## src/rtl/vram_arb.sv

```systemverilog
// Single-port VRAM arbiter: video > host > optional blitter, with a return tag to route read data.
// Define VRAM_ARB_BLIT_EN to add the blitter port.
module vram_arb #(
  parameter int ADDR_W = 16,
  parameter int DATA_W = 16
) (
  input  logic              clk,
  input  logic              reset,
  input  logic              vid_sel,
  input  logic [ADDR_W-1:0] vid_addr,
  output logic              vid_valid,
  output logic [DATA_W-1:0] vid_data,
  input  logic              host_req,
  input  logic              host_wr,
  input  logic [ADDR_W-1:0] host_addr,
  input  logic [DATA_W-1:0] host_wdata,
  output logic              host_busy,
  output logic              host_ack,
  output logic [DATA_W-1:0] host_rdata,
`ifdef VRAM_ARB_BLIT_EN
  input  logic              blit_req,
  input  logic              blit_wr,
  input  logic [ADDR_W-1:0] blit_addr,
  input  logic [DATA_W-1:0] blit_wdata,
  output logic              blit_ack,
  output logic [DATA_W-1:0] blit_rdata,
`endif
  output logic              vram_sel,
  output logic              vram_wr_en,
  output logic [ADDR_W-1:0] vram_addr,
  output logic [DATA_W-1:0] vram_wdata,
  input  logic [DATA_W-1:0] vram_rdata
);

  typedef enum logic [1:0] {TAG_NONE, TAG_VID, TAG_HOST, TAG_BLIT} tag_e;

  typedef struct packed {
    logic              wr;
    logic [ADDR_W-1:0] addr;
    logic [DATA_W-1:0] wdata;
  } host_req_t;

  host_req_t hreq;
  logic      host_pend;
  logic      host_cap;
  logic      blit_go;
  logic      tag_wr;
  tag_e      tag;
  tag_e      grant;

  assign host_cap  = host_req & ~host_busy;
  assign host_busy = host_pend | (tag == TAG_HOST);
  assign host_ack  = (tag == TAG_HOST);
  assign vid_valid = (tag == TAG_VID);
  assign vid_data  = vram_rdata;

`ifdef VRAM_ARB_BLIT_EN
  // A host request arriving this cycle outranks the blitter even before it is latched.
  assign blit_go    = blit_req & ~host_cap;
  assign blit_ack   = (tag == TAG_BLIT);
  assign blit_rdata = vram_rdata;
`else
  assign blit_go    = 1'b0;
`endif

  always_comb begin
    grant = TAG_NONE;
    if (vid_sel)        grant = TAG_VID;
    else if (host_pend) grant = TAG_HOST;
    else if (blit_go)   grant = TAG_BLIT;
  end

  always_comb begin
    vram_sel   = 1'b0;
    vram_wr_en = 1'b0;
    vram_addr  = '0;
    vram_wdata = '0;
    case (grant)
      TAG_VID: begin
        vram_sel  = 1'b1;
        vram_addr = vid_addr;
      end
      TAG_HOST: begin
        vram_sel   = 1'b1;
        vram_wr_en = hreq.wr;
        vram_addr  = hreq.addr;
        vram_wdata = hreq.wdata;
      end
`ifdef VRAM_ARB_BLIT_EN
      TAG_BLIT: begin
        vram_sel   = 1'b1;
        vram_wr_en = blit_wr;
        vram_addr  = blit_addr;
        vram_wdata = blit_wdata;
      end
`endif
      default: ;
    endcase
    // Keep the VRAM quiet for the whole reset window, not just after the first edge.
    if (reset) begin
      vram_sel   = 1'b0;
      vram_wr_en = 1'b0;
    end
  end

  always_ff @(posedge clk or posedge reset) begin
    if (reset) begin
      host_pend  <= 1'b0;
      hreq       <= '0;
      tag        <= TAG_NONE;
      tag_wr     <= 1'b0;
      host_rdata <= '0;
    end else begin
      if (host_cap) begin
        host_pend  <= 1'b1;
        hreq.wr    <= host_wr;
        hreq.addr  <= host_addr;
        hreq.wdata <= host_wdata;
      end else if (grant == TAG_HOST) begin
        host_pend <= 1'b0;
      end
      tag    <= grant;
      tag_wr <= vram_wr_en;
      if (tag == TAG_HOST && !tag_wr)
        host_rdata <= vram_rdata;
    end
  end

endmodule

```

## config.mk

```make
export PLATFORM = sky130hd
export DESIGN_NAME = vram_arb
export DESIGN_NICKNAME = d
export VERILOG_FILES = /design/src/rtl/vram_arb.sv
export SDC_FILE = /design/constraint.sdc
export NUM_CORES = 1
export LEC_CHECK = 0
export ABC_AREA = 1
export CORE_MARGIN = 3
export CORE_UTILIZATION = 43
export CTS_CLUSTER_SIZE = 16
export DETAILED_ROUTE_END_ITERATION = 10
export PLACE_DENSITY = 0.95
export SKIP_LAST_GASP = 1
export SLEW_MARGIN = 0
export SYNTH_ARGS = -nofsm -noshare
export SYNTH_HDL_FRONTEND = slang
export SYNTH_SLANG_ARGS = --single-unit
```

## constraint.sdc

```tcl
create_clock -name clk -period 5.1 [get_ports clk]
set_clock_uncertainty 0.1 [all_clocks]
set_input_delay 1.02 -clock clk [delete_from_list [all_inputs] [get_ports clk]]
set_output_delay 1.02 -clock clk [all_outputs]
set_load 0.01 [all_outputs]
```

==> results of run 1 <==
## stage by stage
step	std cells	setup WS (ns)	power (mW)	area [um2]	util, %
2_1_floorplan	333	1.51	0.836	2630	-
3_3_place_gp	509	1.24	1.06	3860	67.6
3_5_place_dp	509	1.20	1.09	3860	67.6
4_1_cts	517	1.20	1.31	3940	69.1
5_1_grt	517	1.10	1.39	3940	69.1
6_report	517	1.21	1.30	3940	69.1
## synth_stat cells
cell / count
a21oi_1: 1
buf_2: 13
buf_4: 18
buf_6: 5
dfrtp_1: 53
inv_1: 18
inv_2: 3
inv_4: 2
nand2_1: 148
nand2_2: 1
nand2_4: 1
nand3_1: 17
nand3_4: 1
nand4_1: 33
nor2_1: 18
o21ai_0: 1
## final cells by class
class	count	area (um2)
Clock buffer	6	72.6
Fill cell	482	1770
Clock inverter	2	10.0
Tap cell	72	90.1
Timing Repair Buffer	140	1390
Multi-Input combinational cell	221	960
Sequential cell	53	1330
Inverter	23	91.3
## critical path: cells and delay by family
kind | cells | cell delay, ns
buffers and inverters | 5 | 1.45
and+or+nand+nor | 3 | 0.29
## cells by family after synthesis
| group | synth area share, % |
|---|---|
| simple gates | 36.1 |
| compound gates | 0.380 |
| flops | 50.4 |
| buf+inv | 13.2 |
## cells in the final DEF, fill, tap and decap left out
cell,Yosys,layout
nand2_1,148,148
clkdlybuf4s50_1,0,137
dfrtp_1,53,53
nand4_1,33,33
nor2_1,18,18
inv_1,18,17
nand3_1,17,17
clkbuf_8,0,5
inv_2,3,4
buf_4,18,3
inv_4,2,2
clkinv_2,0,2
nand2_2,1,1
nand3_4,1,1
nand2_4,1,1
a21oi_1,1,1
o21ai_0,1,1
clkbuf_1,0,1
## metal layers
metal  GRT usage [%]  wire (um)  vias to the layer above
li1                -          -                     1260
met1            26.2       3230                     1237
met2            39.0       3900                      120
met3            4.71        518                        8
met4            5.41         95                        0
met5               0          0                        -
## worst paths after layout
path                           from      endpoint  slack (ns)
min reg2reg                hreq[14]      hreq[14]        0.38
min in group asynchronous     reset       hreq[2]        1.19
max in group asynchronous     reset       hreq[4]        3.28
min                        hreq[14]      hreq[14]        0.38
max                         vid_sel  vram_addr[9]        1.21
max reg2reg                  tag[1]      hreq[17]        3.18
## power groups by stage
stage                     Sequential (mW)  Clock (mW)  Combinational [mW]
after floorplan                     0.613           0               0.222
after global placement              0.600           0               0.464
after detailed placement            0.606           0               0.484
after CTS                           0.599       0.230               0.485
after global routing                0.613       0.249               0.530
final                               0.600       0.225               0.480
## flip-flops by register name, summed over array words and instances (netlist names)
signal / cells
hreq: 33
host_rdata: 16
tag: 2
host_pend: 1
tag_wr: 1
==> run metrics, run 1 <==
GRT overflow=0; TritonCTS Buffers=5; die width=84.3 um; setup violators final=0; Worst Path Max Fanout=18; vias per cell=roughly 5.1; CP cell instances=clkdlybuf4s50_1, buf_4, inv_4, nand2_4, inv_4, nand2_1, nand2_1, clkdlybuf4s50_1; antenna cells=0; NetSw=0.427 mW; DIE HEIGHT=84.3 um; # IOs=138; H-tree Lvls=2; Gate power share=a little under two fifths; unrepaired setup endpoints after global routing=false; die footprint=0.00710 mm2; initial antenna violation count=0; Worst Max-Slew Pin Slew=~0.70 ns; crit path time final=between 3 and 4 ns; critical path required time=3.98 ns; Pint=0.877 mW; number of global-route vias before repair=2487; Mapped Area=roughly 0.0026 mm2; CTS tree=yes; clock buffer depth=2; syn_area_per_cell=7.91 um2; Root Driver=clkbuf_8; initial core utilization=46.1%; Crit path largest cell delay=0.54 ns; dpl hpwl=5.61 mm; Area contributors post-synth=dfrtp_1 (50%), nand2_1 (21%), nand4_1 (7.8%), buf_4 (5.1%), nand3_1 (3.2%); final net count=~510; Setup TNS=0 ns; slowest CP cell=clkdlybuf4s50_1; first-pass GRT wire length=about 12 mm; fmax=approximately 260 MHz; Syn Inst Count=between 300 and 400; largest net degree at the start of global routing=54; drt first pass iters=4; number of remaining DRC errors=0; WHS Path Cells=2; fin crit share=76.3%; Site Rows=27; Reg power frac=46.0%; DRT Wirelength=7.74 mm; CP Capture Type=output pin; CTS Hold Bufs=0; maximum VDD drop=0.179 mV; Worst-path clk slew=0.09 ns; max_slew headroom=53.1%; minimum hold slack=roughly 0.38 ns; share of cells above drive strength 1=4.27%; PwrDens=approximately 330 mW/mm2; crit path DAT=2.77 ns; Slew Limit Fails=0; Sink Count=53; top cell type by total area after synthesis=dfrtp_1; clock network fraction of total power=roughly 17%; 1st-iter DRT viols=between 100 and 150; post-cts resize count=0; Net Count, Synth=402; Final Hold Vio Count=0; max_cap viols=0; outcome=completed; Synth Warn #=0; gp weighted congestion=just under 0.9; Buffers on Ports=137; crit start category=input port; post-synthesis sequential area ratio=50.4%; vias post-DR=~2600; core area=0.00571 mm2; Area Growth Syn to Fin=49.7%; Sw Share=32.8%; WS Path Type=input port to output pin; Post-DRT Antenna Nets=0; Synth top area share=50.4%; Total Routing Usage GR=between 20% and 30%; Hold WC Path Type=flop to flop; R2R depth=4; post-synth cell types=16; WL per Instance=15.0 um; Seq cells post-synth=53; Worst-Skew Late Latency=0.30 ns; setup bufs post-CTS=0; Static Leak=about 1.9 nW
Note: power is estimated with default switching activity, not from simulation.
==> run 2, diff against run 1 <==
CORE_UTILIZATION = 36   (was 43)
PLACE_DENSITY = 0.89   (was 0.95)
clock period = 3.5 ns   (was 5.1 ns; I/O delays follow)
==> run 2 against run 1 <==
Effect of this change:
- count of clock-buffer cells in the layout rose by 1
- worst setup slack got worse by 0.78 ns
- global-route usage fell by 3.6 points
- critical path depth fell by 1
- hold slack improved by 0.00056 ns
- utilization fell by 11 points
- total power rose by 52%
- via count fell by 1.2%
- flip-flop and latch count did not move
- final cell count rose by 4.8%
- sequential power rose by 45%
- die area rose by 18%
- largest cell class unchanged
==> run metrics, run 2 (same netlist as run 1, synthesis figures left out) <==
H-tree Lvls=2 (unchanged); CP top delay family=buffers and inverters; WS Path Type=input port to output pin; core area=0.00694 mm2 (+22%); share of cells above drive strength 1=4.48% (+0.21 points); Final WS setup=0.424 ns (-0.783 ns); 1st-iter DRT viols=89 (-39%); crit start category=input port; WHS Path Cells=2 (unchanged); TritonCTS Buffers=5 (unchanged); number of global-route vias before repair=2498 (+0.44%); Slew Limit Fails=0 (unchanged); R2R depth=4 (unchanged); commonest non-fill, non-tap cell in the layout=nand2_1; Area Growth Syn to Fin=52.4%; Final Hold Vio Count=0 (unchanged); max reg flops=33 (unchanged); # IOs=138 (unchanged); first-pass GRT wire length=12.3 mm (-1.4%); R2R Path End=hreq[9]; Post-DRT Antenna Nets=0 (unchanged); Hold WC Path Type=flop to flop; Static Leak=1.95 nW (+0.92%); CP cell instances=clkdlybuf4s50_1, inv_4, nand2_4, inv_4, nand2_1, nand2_1, clkdlybuf4s50_1; DIE HEIGHT=91.5 um (+8.6%); Crit path largest cell delay=0.53 ns (about the same); critical path required time=2.70 ns (-1.28 ns); Site Rows=30 (+11%); Setup TNS=0 ns (unchanged); largest net degree at the start of global routing=54 (unchanged); clock buffer depth=2 (unchanged); WHS Endpoint=hreq[12]; commonest cells after routing, fill and taps aside=nand2_1 (148), clkdlybuf4s50_1 (137), dfrtp_1 (53); crit path DAT=2.28 ns (-0.49 ns); CP Capture Type=output pin; dpl hpwl=5.63 mm (+0.41%); Buffers on Ports=137 (unchanged); WL per Instance=13.8 um (-7.7%); Root Driver=clkbuf_8; Total Routing Usage GR=18.1% (-3.6 points); CTS Hold Bufs=0 (unchanged); Worst-path clk slew=0.09 ns (about the same); HP Start=hreq[12]; post-cts resize count=0 (unchanged); final net count=514 (+0.19%); initial antenna violation count=0 (unchanged); pre-CTS WS=0.402 ns (-0.801 ns); biggest regs=hreq: 33 flops, host_rdata: 16 flops, tag: 2 flops; number of remaining DRC errors=0 (unchanged); Reg-to-Reg Start=host_pend; Worst Max-Slew Pin Slew=0.685 ns (-0.0164 ns); crit path time final=3.08 ns; Largest Register=hreq; antenna cells=0 (unchanged); die footprint=0.00838 mm2 (+18%); DRT Wirelength=7.49 mm (-3.2%); CTS tree=yes; initial core utilization=37.9% (-8.2 points); drt first pass iters=4 (unchanged); Worst-Skew Late Latency=0.30 ns (about the same); maximum VDD drop=0.162 mV (-9.8%); max_slew headroom=54.2% (+1.1 points); GRT overflow=0 (unchanged); fmax=325 MHz; max_cap viols=0 (unchanged); setup bufs post-CTS=0 (unchanged); crit path buf inv count=4 (-1); setup violators final=0 (unchanged); vias per cell=4.78 (-5.8%); Sink Count=53 (unchanged); outcome=completed; reg-to-reg slack, setup=1.64 ns (-1.54 ns); unrepaired setup endpoints after global routing=false; slowest CP cell=clkdlybuf4s50_1; Worst Path Max Fanout=18 (unchanged); gp weighted congestion=0.775 (-11%); die width=91.5 um (+8.6%); PwrDens=495 mW/mm2 (+50%); vias post-DR=2593 (-1.2%); fin crit share=87.9%
run 2: final cells by class:
cell class | instances | area [um2]
clock buffers | 7 | 86.3
multi-input cells | 221 | 960
inverters | 23 | 91.3
flip-flops and latches | 53 | 1330
fillers | 621 | 2930
repair buffers | 141 | 1400
clock inverters | 1 | 30.0
well taps | 96 | 120
run 2: stage by stage:
step	hold slack, ns	instance area (um2)	utilization (%)	instances	power, mW
2_1_floorplan	0.342	2630	-	333	1.22
3_3_place_gp	0.354	3900	56.1	534	1.55
3_5_place_dp	0.358	3900	56.1	534	1.58
4_1_cts	0.380	4020	57.8	542	2.01
5_1_grt	0.402	4020	57.8	542	2.13
6_report	0.378	4020	57.8	542	1.99
run 2: routing by layer:
layer,GRT usage [%],share of wire [%],vias to the layer above
met4,5.40,1.5,0
met3,6.30,10,8
met2,31.0,49,119
li1,-,-,1257
met1,21.1,40,1209
met5,0,0,-
run 2: worst min-delay path, cell delays in order (launching register included):
cell and delay (ns):
dfrtp_1 0.35, nand2_1 0.05, nand2_1 0.05
run 2: report_power, final:
| part | internal (mW) | total (mW) | switching [mW] | leakage, nW |
|---|---|---|---|---|
| combinational | 0.362 | 0.695 | 0.333 | 1.24 |
| sequential | 0.778 | 0.871 | 0.0930 | 0.654 |
| clock | 0.233 | 0.422 | 0.189 | 0.0585 |
run 2: worst max-delay path by stage:
| stage | startpoint | depth (start not counted) | to |
|---|---|---|---|
| 2_1_floorplan | reset | 3 | vram_wr_en |
| 3_3_place_gp | vid_sel | 7 | vram_addr[9] |
| 4_1_cts | vid_sel | 7 | vram_addr[15] |
| 3_5_place_dp | vid_sel | 7 | vram_addr[15] |
| 6_report | vid_sel | 7 | vram_addr[15] |
| 5_1_grt | vid_sel | 7 | vram_addr[9] |
==> run 3, diff against run 2 <==
REMOVE_ABC_BUFFERS = 1   (was unset)
==> run 3 against run 2 <==
Effect of this change:
- sequential share of layout area grew 0.10 points
- final cell count grew 0.18%
- maximum frequency shrank 4.6%
- first-iteration DRC count grew 48%
- flip-flop and latch count is the same
- wire length shrank 4.3%
- count of clock-buffer cells in the layout shrank 1
- combinational power is essentially flat
- die area is the same
- register-to-register slack gained 0.10 ns
- critical endpoint is now vram_addr[5]
==> run metrics, run 3 (same netlist as run 1, synthesis figures left out) <==
initial core utilization=37.9% (unchanged); dpl hpwl=5.42 mm (-3.8%); crit start category=input port; WHS Endpoint=hreq[22]; crit path time final=3.22 ns (+0.148 ns); Slew Limit Fails=0 (unchanged); DRT Wirelength=7.17 mm (-4.3%); Worst Path Max Fanout=18 (unchanged); R2R Path End=hreq[4]; antenna cells=0 (unchanged); biggest regs=hreq: 33 flops, host_rdata: 16 flops, tag: 2 flops; core area=0.00694 mm2 (unchanged); H-tree Lvls=2 (unchanged); post-route cell area=0.00400 mm2 (-0.31%); Sequential cell area=0.00133 mm2 (unchanged); maximum VDD drop=0.193 mV (+19%); placed cell areas=0.00391 mm2 (+0.19%); Pint=1.30 mW (-5.1%); vias post-DR=2577 (-0.62%); slowest CP cell=clkdlybuf4s50_1; CTS Hold Bufs=0 (unchanged); Post-DRT Antenna Nets=0 (unchanged); share of cells above drive strength 1=4.92% (+0.44 points); NetSw=0.615 mW (about the same); clock network fraction of total power=18.2% (-3.0 points); Worst-path clk slew=0.09 ns (about the same); commonest non-fill, non-tap cell in the layout=nand2_1; Static Leak=1.95 nW (-0.13%); Sink Count=53 (unchanged); drt first pass iters=4 (unchanged); Reg-to-Reg Start=tag[1]; vias per cell=4.75 (-0.80%); WS Path Type=input port to output pin; Sw Share=32.1% (+1.1 points); # IOs=138 (unchanged); Total Routing Usage GR=17.2% (-0.84 points); Final Hold Vio Count=0 (unchanged); reg-to-reg slack, setup=1.74 ns (+0.10 ns); GRT overflow=0 (unchanged); R2R depth=5 (+1); unrepaired setup endpoints after global routing=false; WL per Instance=13.2 um (-4.5%); CP Capture Type=output pin; setup bufs post-CTS=0 (unchanged); Site Rows=30 (unchanged); Worst-Skew Late Latency=0.30 ns (about the same); Reg power frac=45.4% (+1.6 points); outcome=completed; Setup TNS=0 ns (unchanged); Largest Register=hreq; HP Start=hreq[22]; max_slew headroom=56.4% (+2.2 points); die width=91.5 um (unchanged); initial antenna violation count=0 (unchanged); Worst Max-Slew Pin Slew=0.653 ns (-0.0313 ns); combined area of the multi-input logic cells=960 um2 (unchanged); gp weighted congestion=0.758 (-2.2%); Final WS setup=0.276 ns (-0.148 ns); Buffers on Ports=137 (unchanged); PwrDens=479 mW/mm2 (-3.2%); CTS tree=yes; CP cell instances=clkdlybuf4s50_1, inv_4, nand2_4, inv_4, nand2_1, nand2_1, clkdlybuf4s50_1; crit path buf inv count=4 (unchanged); fill cell count=620 (-0.16%); Crit path largest cell delay=0.56 ns (+0.03 ns); first-pass GRT wire length=11.8 mm (-3.4%); number of global-route vias before repair=2488 (-0.40%); critical path required time=2.70 ns (about the same); minimum hold slack=0.375 ns (-0.00266 ns); TritonCTS Buffers=5 (unchanged); CP top delay family=buffers and inverters; 1st-iter DRT viols=132 (+48%); max reg flops=33 (unchanged); max_cap viols=0 (unchanged); Hold WC Path Type=flop to flop; largest net degree at the start of global routing=54 (unchanged); Gate power share=36.4% (+1.4 points); post-cts resize count=0 (unchanged); final net count=515 (+0.19%); DIE HEIGHT=91.5 um (unchanged); WHS Path Cells=2 (unchanged); die footprint=0.00838 mm2 (unchanged); clock buffer depth=2 (unchanged); fmax=310 MHz (-4.6%); pre-CTS WS=0.261 ns (-0.140 ns); setup violators final=0 (unchanged); crit path DAT=2.42 ns (+0.14 ns); Area Growth Syn to Fin=52.0%; total power draw=1.92 mW (-3.5%); commonest cells after routing, fill and taps aside=nand2_1 (148), clkdlybuf4s50_1 (137), dfrtp_1 (53); Root Driver=clkbuf_8; fin crit share=92.1% (+4.2 points); number of remaining DRC errors=0 (unchanged)
## run 3: worst max-delay path by stage
stage,from,endpoint,slack (ns),depth (start not counted)
floorplan,reset,vram_wr_en,0.55,3
global placement,vid_sel,vram_addr[6],0.28,7
detailed placement,vid_sel,vram_addr[1],0.26,7
CTS,vid_sel,vram_addr[1],0.24,7
global route,vid_sel,vram_addr[5],0.14,7
finish,vid_sel,vram_addr[5],0.28,7
## run 3: area by class of cell
class                      count  share of cell area [%]
inverter                      23                    2.28
sequential                    53                    33.1
clock inverter                 2                   0.344
multi-input combinational    221                    24.0
timing repair buffer         142                    35.2
clock buffer                   6                    2.06
tap                           96                    3.00
## run 3: power groups by stage
| stage | logic (mW) | registers [mW] | clock network, mW |
|---|---|---|---|
| final | 0.698 | 0.870 | 0.350 |
| after global routing | 0.768 | 0.890 | 0.400 |
| after CTS | 0.709 | 0.869 | 0.365 |
| after detailed placement | 0.708 | 0.879 | 0 |
| after global placement | 0.683 | 0.871 | 0 |
| after floorplan | 0.271 | 0.893 | 0 |
## run 3: routing by layer
layer / track usage, % / share of wire, %
met5: 0 / 0
met4: 3.02 / 0.52
met3: 5.72 / 11
met2: 29.9 / 49
met1: 20.9 / 40
## run 3: worst register-to-register path: stages, from the launching register on
cell and delay [ns]:
dfrtp_1 0.41, nand2_2 0.13, buf_4 0.35, nand3_4 0.39, nand2_1 0.19, nand2_1 0.08
## run 3: through the flow
step / cells / utilization, %
6_report: 543 / 57.6
5_1_grt: 543 / 57.6
3_5_place_dp: 535 / 56.3
3_3_place_gp: 535 / 56.3
4_1_cts: 543 / 57.6
2_1_floorplan: 297 / -
